**src/rtl/dice_pkg.sv**
```systemverilog
// Shared definitions for the dice roller: state encoding, BCD digit width,
// 7-segment decode and a BCD legality helper used at elaboration.
package dice_pkg;

  localparam int unsigned BCD_W = 4;

  typedef enum logic [1:0] {
    IDLE = 2'd0,
    ROLL = 2'd1,
    SHOW = 2'd2
  } state_t;

  // Segment order seg[0]=a .. seg[6]=g, active-high; non-decimal codes stay dark.
  function automatic logic [6:0] seg7(input logic [BCD_W-1:0] d);
    case (d)
      4'd0:    seg7 = 7'h3F;
      4'd1:    seg7 = 7'h06;
      4'd2:    seg7 = 7'h5B;
      4'd3:    seg7 = 7'h4F;
      4'd4:    seg7 = 7'h66;
      4'd5:    seg7 = 7'h6D;
      4'd6:    seg7 = 7'h7D;
      4'd7:    seg7 = 7'h07;
      4'd8:    seg7 = 7'h7F;
      4'd9:    seg7 = 7'h6F;
      default: seg7 = 7'h00;
    endcase
  endfunction

  function automatic logic bcd_legal(input logic [4*BCD_W-1:0] v, input int unsigned nd);
    bcd_legal = 1'b1;
    for (int unsigned k = 0; k < nd; k++) begin
      if (v[k*BCD_W +: BCD_W] > BCD_W'(9)) bcd_legal = 1'b0;
    end
  endfunction

endpackage

```
**src/rtl/bcd_down_wrap.sv**
```systemverilog
// Multi-digit BCD down counter: counts toward 1 and wraps back to load_val.
module bcd_down_wrap
  import dice_pkg::*;
#(
  parameter int unsigned NUM_DIGITS = 3
) (
  input  logic                          clk,
  input  logic                          rst_n,
  input  logic                          load,
  input  logic [NUM_DIGITS*BCD_W-1:0]   load_val,
  input  logic                          dec,
  output logic [NUM_DIGITS*BCD_W-1:0]   value
);

  localparam int unsigned VW = NUM_DIGITS * BCD_W;

  logic [VW-1:0] dec_val_c;
  logic          is_one_c;

  // Digit-serial borrow chain: a zero digit becomes 9 and passes the borrow up.
  always_comb begin
    logic borrow;
    borrow    = 1'b1;
    dec_val_c = value;
    for (int unsigned k = 0; k < NUM_DIGITS; k++) begin
      if (borrow) begin
        if (value[k*BCD_W +: BCD_W] == '0) begin
          dec_val_c[k*BCD_W +: BCD_W] = BCD_W'(9);
        end else begin
          dec_val_c[k*BCD_W +: BCD_W] = value[k*BCD_W +: BCD_W] - BCD_W'(1);
          borrow = 1'b0;
        end
      end
    end
  end

  assign is_one_c = (value == VW'(1));

  always_ff @(posedge clk) begin
    if (!rst_n) begin
      value <= VW'(1);
    end else if (load) begin
      value <= load_val;
    end else if (dec) begin
      value <= is_one_c ? load_val : dec_val_c;
    end
  end

endmodule

```
**src/rtl/dice_roller_core.sv**
```systemverilog
// Dice engine: button-selected die spins while held, freezes on release and
// is shown on a multiplexed 7-segment display until the tick timeout expires.
module dice_roller_core
  import dice_pkg::*;
#(
  parameter int unsigned NUM_BTN       = 7,
  parameter int unsigned NUM_DIGITS    = 3,
  parameter logic [NUM_BTN*NUM_DIGITS*BCD_W-1:0] SIDES_BCD =
    {12'h100, 12'h020, 12'h012, 12'h010, 12'h008, 12'h006, 12'h004},
  parameter int unsigned TIMEOUT_TICKS = 255,
  parameter int unsigned TIMEOUT_W     = 8
) (
  input  logic                        clk,
  input  logic                        rst_n,
  input  logic                        tick,
  input  logic                        scan_tick,
  input  logic [NUM_BTN-1:0]          btn,
  output logic [6:0]                  seg,
  output logic [NUM_DIGITS-1:0]       dig_en,
  output logic [NUM_DIGITS*BCD_W-1:0] result_bcd,
  output logic                        result_vld,
  output logic                        busy
);

  localparam int unsigned VW    = NUM_DIGITS * BCD_W;
  localparam int unsigned SEL_W = (NUM_BTN > 1) ? $clog2(NUM_BTN) : 1;
  localparam int unsigned IDX_W = (NUM_DIGITS > 1) ? $clog2(NUM_DIGITS) : 1;

  // Reject non-BCD entries and one-sided dice while elaborating.
  for (genvar g = 0; g < NUM_BTN; g++) begin : g_sides_chk
    localparam logic [VW-1:0] S = SIDES_BCD[g*VW +: VW];
    if (!bcd_legal(16'(S), NUM_DIGITS) || (S == VW'(1))) begin : g_bad
      $error("dice_roller_core: illegal SIDES_BCD entry");
    end
  end

  state_t                state, state_nxt;
  logic [SEL_W-1:0]      sel_l, sel_nxt;
  logic [TIMEOUT_W-1:0]  tmo, tmo_nxt;
  logic [IDX_W-1:0]      scan_idx, scan_nxt;
  logic                  vld_nxt, busy_nxt;
  logic [6:0]            seg_nxt;
  logic [NUM_DIGITS-1:0] dig_en_nxt;

  logic [SEL_W-1:0]      sel_c;
  logic                  press_c, held_c, load_c, dec_c, blank_c, show_c;
  logic [VW-1:0]         sel_sides_c, lat_sides_c, load_val_c, value;
  logic [BCD_W-1:0]      digit_c;

  // Lowest enabled pressed button wins; also look up the latched button.
  always_comb begin
    sel_c       = '0;
    press_c     = 1'b0;
    sel_sides_c = '0;
    held_c      = 1'b0;
    lat_sides_c = '0;
    for (int i = int'(NUM_BTN) - 1; i >= 0; i--) begin
      if (btn[i] && (SIDES_BCD[i*VW +: VW] != '0)) begin
        press_c     = 1'b1;
        sel_c       = SEL_W'(i);
        sel_sides_c = SIDES_BCD[i*VW +: VW];
      end
      if (sel_l == SEL_W'(i)) begin
        held_c      = btn[i];
        lat_sides_c = SIDES_BCD[i*VW +: VW];
      end
    end
  end

  assign load_val_c = (state == ROLL) ? lat_sides_c : sel_sides_c;

  // Next-state logic; a press out of SHOW takes priority over timeout expiry.
  always_comb begin
    state_nxt = state;
    sel_nxt   = sel_l;
    tmo_nxt   = tmo;
    vld_nxt   = 1'b0;
    load_c    = 1'b0;
    dec_c     = 1'b0;
    case (state)
      IDLE: begin
        if (press_c) begin
          state_nxt = ROLL;
          load_c    = 1'b1;
          sel_nxt   = sel_c;
        end
      end
      ROLL: begin
        if (held_c) begin
          dec_c = 1'b1;
        end else begin
          state_nxt = SHOW;
          vld_nxt   = 1'b1;
          tmo_nxt   = TIMEOUT_W'(TIMEOUT_TICKS);
        end
      end
      SHOW: begin
        if (press_c) begin
          state_nxt = ROLL;
          load_c    = 1'b1;
          sel_nxt   = sel_c;
        end else if (tick) begin
          if (tmo <= TIMEOUT_W'(1)) state_nxt = IDLE;
          if (tmo != '0) tmo_nxt = tmo - TIMEOUT_W'(1);
        end
      end
      default: state_nxt = IDLE;
    endcase
    busy_nxt = (state_nxt == ROLL);
  end

  bcd_down_wrap #(
    .NUM_DIGITS (NUM_DIGITS)
  ) u_value (
    .clk      (clk),
    .rst_n    (rst_n),
    .load     (load_c),
    .load_val (load_val_c),
    .dec      (dec_c),
    .value    (value)
  );

  assign result_bcd = value;

  // Digit pick and leading-zero blanking for the current scan position.
  always_comb begin
    logic lz;
    digit_c = '0;
    blank_c = 1'b0;
    lz      = 1'b1;
    for (int unsigned k = 0; k < NUM_DIGITS; k++) begin
      if (scan_idx == IDX_W'(k)) digit_c = value[k*BCD_W +: BCD_W];
    end
    for (int k = int'(NUM_DIGITS) - 1; k >= 1; k--) begin
      lz = lz && (value[k*BCD_W +: BCD_W] == '0);
      if ((scan_idx == IDX_W'(k)) && lz) blank_c = 1'b1;
    end
    show_c     = (state == SHOW) && !blank_c;
    seg_nxt    = show_c ? seg7(digit_c) : 7'h00;
    dig_en_nxt = show_c ? (NUM_DIGITS'(1) << scan_idx) : '0;
    scan_nxt   = scan_idx;
    if (scan_tick) begin
      scan_nxt = (scan_idx == IDX_W'(NUM_DIGITS - 1)) ? '0 : scan_idx + IDX_W'(1);
    end
  end

  always_ff @(posedge clk) begin
    if (!rst_n) begin
      state      <= IDLE;
      sel_l      <= '0;
      tmo        <= '0;
      scan_idx   <= '0;
      result_vld <= 1'b0;
      busy       <= 1'b0;
      seg        <= '0;
      dig_en     <= '0;
    end else begin
      state      <= state_nxt;
      sel_l      <= sel_nxt;
      tmo        <= tmo_nxt;
      scan_idx   <= scan_nxt;
      result_vld <= vld_nxt;
      busy       <= busy_nxt;
      seg        <= seg_nxt;
      dig_en     <= dig_en_nxt;
    end
  end

endmodule

```
**config.mk**
```make
export PLATFORM = sky130hd
export DESIGN_NAME = dice_roller_core
export DESIGN_NICKNAME = d
export VERILOG_FILES = /design/src/rtl/dice_pkg.sv /design/src/rtl/bcd_down_wrap.sv /design/src/rtl/dice_roller_core.sv
export SDC_FILE = /design/constraint.sdc
export NUM_CORES = 1
export LEC_CHECK = 0
export ABC_AREA = 1
export BUFFER_PORTS_ARGS = -buffer_cell sky130_fd_sc_hd__buf_2
export CORE_AREA = 2 2 78 80
export DETAILED_ROUTE_END_ITERATION = 8
export DIE_AREA = 0 0 80 82
export GPL_TIMING_DRIVEN = 0
export SETUP_SLACK_MARGIN = 0.05
export SLEW_MARGIN = 15
export SYNTH_ARGS = -nofsm -noshare
export SYNTH_HDL_FRONTEND = slang
export SYNTH_SLANG_ARGS = --single-unit
```
**constraint.sdc**
```tcl
create_clock -name clk -period 2.3 [get_ports clk]
set_input_delay 0.23 -clock clk [delete_from_list [all_inputs] [get_ports clk]]
set_output_delay 0.23 -clock clk [all_outputs]
set_load 0.01 [all_outputs]
```
Word level (Yosys, flattened, before mapping)
Memories as Yosys holds them, arrays and structs flattened. A register that Yosys moved wholly into a read port is not among the register bits. Cells that the tools add are included. Widths: inputs -> output; s select.

Add/subtract/negate cells: 5. Reduce and logical (&&, ||, !) cells: 24. Equality and inequality tests: 16. Shift operators: 1. Order comparisons: 1. Muxes and demuxes: 69.

Operator list (count): $mux 12 (13); $mux 9 (5); $mux 4 (8); $mux 8 (4); $mux 1 (24); $mux 3 (7); $pmux 8 s2 (1); $eq 12x1->1 const B (1); $logic_not 4->1 (3); $mux 2 (6); $sub 4x1->4 const B (3); $reduce_and 2->1 (5); $eq 3x3->1 const B (3); $le 8x1->1 const B (1); $ne 2x2->1 const B (4); $reduce_bool 8->1 (1); $sub 8x1->8 const B (1); $eq 2x1->1 const B (3); $eq 3x2->1 const B (2); $pmux 2 s3 (1); $reduce_bool 3->1 (2); $reduce_and 5->1 (1); $eq 2x2->1 const B (2); $logic_and 1x1->1 (4); other kinds (8) (11).

Input bits: 11. Memory bits (read-only): 112. Register bits after elaboration: 32. Memories kept: 1. Word-level logic and storage cells: 127.

Memories: (no name shown) (depth 16, width 7, rd ports 1, clocked after Yosys merged registers in 1, write ports 0, RTL line dice_pkg.sv:15) `case (d)`.

Longest topological paths before layout
Word-level depth: 12. Depth in mapped cells: 12.

Cells and area by module
Synthesis repeated with hierarchy kept, for this count alone.

Cell total of the unflattened synthesis: 385. Area, all modules: 2603.7 sq um.

By module, submodules not included: dice_roller_core (cells an instance 246, times used 1, area each 1730.4 sq um); bcd_down_wrap (cells an instance 139, times used 1, area each 873.3 sq um).

Worst setup path after synthesis
No wires, ideal clock.

Kind: reg2reg. Start point: register u_value.value[0]. End point: register seg[5]. Cell stages (with the launch flop): 7. Setup slack: 602 ps. Setup time: 122 ps. Data arrival time: 1577 ps. Data required time: 2178 ps. Path through: dfxtp_1 inv_1 a221oi_1 inv_1 ha_1 o21ai_0 a21oi_1.

Longest elaborated chain between the ends: 3.

RTL lines: from (decl) (RTL line bcd_down_wrap.sv:12) `output logic [NUM_DIGITS*BCD_W-1:0] value`; from (signal assigned) (RTL line bcd_down_wrap.sv:43) `value <= load_val;`; from (signal assigned) (RTL line bcd_down_wrap.sv:45) `value <= is_one_c ? load_val : dec_val_c;`; $mux 4 (3 in series) (RTL line dice_roller_core.sv:132) `if (scan_idx == IDX_W'(k)) digit_c = value[k*BCD_W +: BCD_W];`; to (decl) (RTL line dice_roller_core.sv:18) `output logic [6:0] seg,`.

No other way between the ends. A chain may end at the register's enable or synchronous reset.

Worst setup path after layout
Start point: register scan_idx[0]. End point: register seg[5].

Longest elaborated chain between the ends: 8. Elaborated cells on any way between the ends: 14. Those cells by class: eq/ne: 2; mux: 5; reduce/logical: 7.

RTL lines: from (decl) (RTL line dice_roller_core.sv:40) `logic [IDX_W-1:0] scan_idx, scan_nxt;`; from (signal assigned) (RTL line dice_roller_core.sv:161) `scan_idx <= scan_nxt;`; $eq 2x2->1 (RTL line dice_roller_core.sv:132, dice_roller_core.sv:136); $logic_and 1x1->1 (RTL line dice_roller_core.sv:136) `if ((scan_idx == IDX_W'(k)) && lz) blank_c = 1'b1;`; $mux 1 (2 in series) (RTL line dice_roller_core.sv:136); $logic_not 1->1 (RTL line dice_roller_core.sv:138) `show_c = (state == SHOW) && !blank_c;`; $logic_and 1x1->1 (RTL line dice_roller_core.sv:138); $reduce_and 2->1 (no source line); $logic_not 1->1 (no source line).

Parallel ways exist; a longest one is shown, timed or not.

==> results.md <==
* Fill count at 581
* Maximum clock rate at 0.520 GHz
* Die area at 6560 sq um
* Final non-filler cell total at 476
* Stages on worst setup path at 8
* Data required time at the worst endpoint at 2.48 ns
* Placed Area at 2770 sq um
* Max incr delay on CP at 0.47 ns
* Syn_area_per_cell at 6.99 sq um
* First drt pass iteration count at 4
* Hpwl dp at 4520 microns
* Post-synth EDFFs at 0
* Hold WC Path Type: input port to register
* Final worst path period share at 0.837
* CP most frequent cell: inv_1
* Sequential share of the synthesized area at 0.311
* First-pass GRT wire length at 10,100 microns
* Yosys reg bits at 39
* Initial antenna violation count at 0
* Crit. End Element: register
* H-tree levels at 2
* Nets@finish at 421
* R2R depth at 8
* Crit start category: register
* Clk_skew at 0.00703 ns
* P_leak at 1.33 nW
* Vias in the first global route at 2,241
* Max Cap Viol at 0
* Reg2reg start: scan_idx[0]
* CP endpoint: seg[5]
* WHS at 0.139 ns
* CTS tree: yes
* Crit path cell chain: inv_1, nand2_2, nor2_1, a221oi_1, inv_1, ha_1, o21ai_0, a21oi_1
* WS Path Type: register to register
* Synth warnings at 0
* Internal reg-to-reg setup slack at 0.38 ns
* Final WL at 5940 microns
* Count of cell types in the netlist at 40
* CP top delay family: compound AO/OA/AOI/OAI gates
* RSZ-0062 raised after global routing: no
* Pins Over Slew Limit at 0
* Async set or reset register ratio after synthesis at 0
* Worst slack at placement at 0.380 ns
* Die Ht at 82 microns
* Synth Instances at 359
* Critical path's slowest cell: a221oi_1
* Global Route Usage Sum at 0.196
* Critical path peak fanout at 6
* Setup Viol. Count Final at 0
* Pin count of the biggest net entering global routing at 13
* Fraction of layout cells with a size suffix above 1 at 0.207
* DR vias at 2,364
* Final hold violations at 0
* Die width at 80 microns
* Syn-to-layout area delta at 15.2%
* Total chip power at 2.16 mW
* Core box area at 5750 sq um
* DRT antenna net count at 0
* FF-to-FF End: seg[5]
* Final instance area at 2890 sq um
* Peak supply drop at 472 uV
* TNS Setup at 0 ns
* I/O pins at 35
* Routability cong. at 0.867
* CTS resizes at 0
* Crit path launch: scan_idx[0]
* Gr ovfl total at 0
* Starting DRT DRC Count at 100
* Worst skew pair latency at 0.29 ns
* Std cell rows at 28
* Worst Setup Slack, final at 0.376 ns
* Routed vias/inst at 4.97
* Status: finished, final reports clean
* Crit path DAT at 2.10 ns
* Max-slew headroom at 0.595
* Clk sink count at 39
* Clock Path Buffers at 2
* CP bufs+invs at 2
* Post-CTS Hold Fix Bufs at 0
* # DRC at 0
* Cell count after placement at 468
* Initial core utilization at 0.437
* Antenna Cells at 0
* Main synth FF type: dfxtp_1
* Setup bufs post-CTS at 0
* Final core utilization at 0.503
* Cts bufs inserted at 5
* Clock-pin slew on the worst setup and hold paths at 0.08 ns
* Pwr dens at 746 nW/um^2
* Port Buffers at 34
* Netlist Area Pre-Place at 2510 sq um
* Minimum clock period after layout at 1.92 ns
* Drt wl/cell at 12.5 microns
* Clk root buf: clkbuf_8
* Slew @ Worst Pin at 0.608 ns
* Syn Nets at 380
==> sequential cells by signal, indices dropped and copies added (netlist names) <==
name	flops
u_value.value	12
tmo	8
seg	7
dig_en	3
sel_l	3
scan_idx	2
state	2
busy	1
result_vld	1
==> worst min path at each step <==
stage / to / cells after the start / slack [ns] / from
6_report: scan_idx[1] / 2 / 0.14 / scan_tick
5_1_grt: scan_idx[0] / 2 / 0.15 / scan_tick
4_1_cts: scan_idx[1] / 2 / 0.13 / scan_tick
3_5_place_dp: scan_idx[1] / 2 / 0.45 / scan_tick
3_3_place_gp: scan_idx[1] / 2 / 0.44 / scan_tick
2_1_floorplan: scan_idx[1] / 1 / 0.32 / scan_tick
==> power by group <==
part | switching [mW] | internal, mW
sequential | 0.0697 | 0.741
clock | 0.252 | 0.351
combinational | 0.480 | 0.265
==> routing by layer <==
layer  wire [microns]  up-vias  part of all wire  global-route usage
met4              114        0             0.019              0.0763
met3              185        8             0.031              0.0319
met5                0        -                 0                   0
li1                 -     1273                 -                   -
met1             2840     1042              0.48               0.250
met2             2800       41              0.47               0.333
==> cell usage in the layout, fill, tap and decap left out, types with 3 or more instances in the layout <==
cell	instances
o21ai_1	8
clkbuf_8	6
xor2_1	3
inv_1	41
a21oi_2	3
nor2_1	53
dfxtp_1	39
ha_1	10
o21ai_0	15
nand3_1	37
nand4_1	7
buf_2	34
nor3_1	3
nor2_4	6
inv_2	7
o211ai_1	7
nand2_1	51
nand2_4	3
nand2_2	5
clkbuf_1	3
buf_4	3
a21oi_1	29
==> final cells by class <==
cell class	count	area [sq um]	area share
repair buffers	34	170	0.0588
multi-input cells	263	1480	0.511
flip-flops and latches	39	781	0.270
well taps	75	93.8	0.0325
inverters	50	205	0.0710
clock buffers	6	82.6	0.0286
clock inverters	2	35.0	0.0121
plain buffers	7	45.0	0.0156
==> cell families after synthesis <==
| group | Yosys count | synth area share |
|---|---|---|
| fa+ha+maj | 10 | 0.0499 |
| compound gates | 73 | 0.178 |
| simple gates | 177 | 0.351 |
| flops | 39 | 0.311 |
| buf+inv | 57 | 0.0997 |
| xor+xnor | 3 | 0.0105 |
==> Yosys cell counts (all sizes together), types with 3 or more instances <==
cell,count,area (sq um)
nand4,7,43.8
or2,4,25.0
nand3,38,195
dfxtp,39,781
nand2,61,297
inv,49,189
nor2,60,273
ha,10,125
o21ai,24,124
nor3,5,35.0
clkbuf,3,11.3
buf,4,33.8
xor2,3,26.3
a21oi,32,171
o211ai,8,65.1
(Power assumes the default switching activity.)
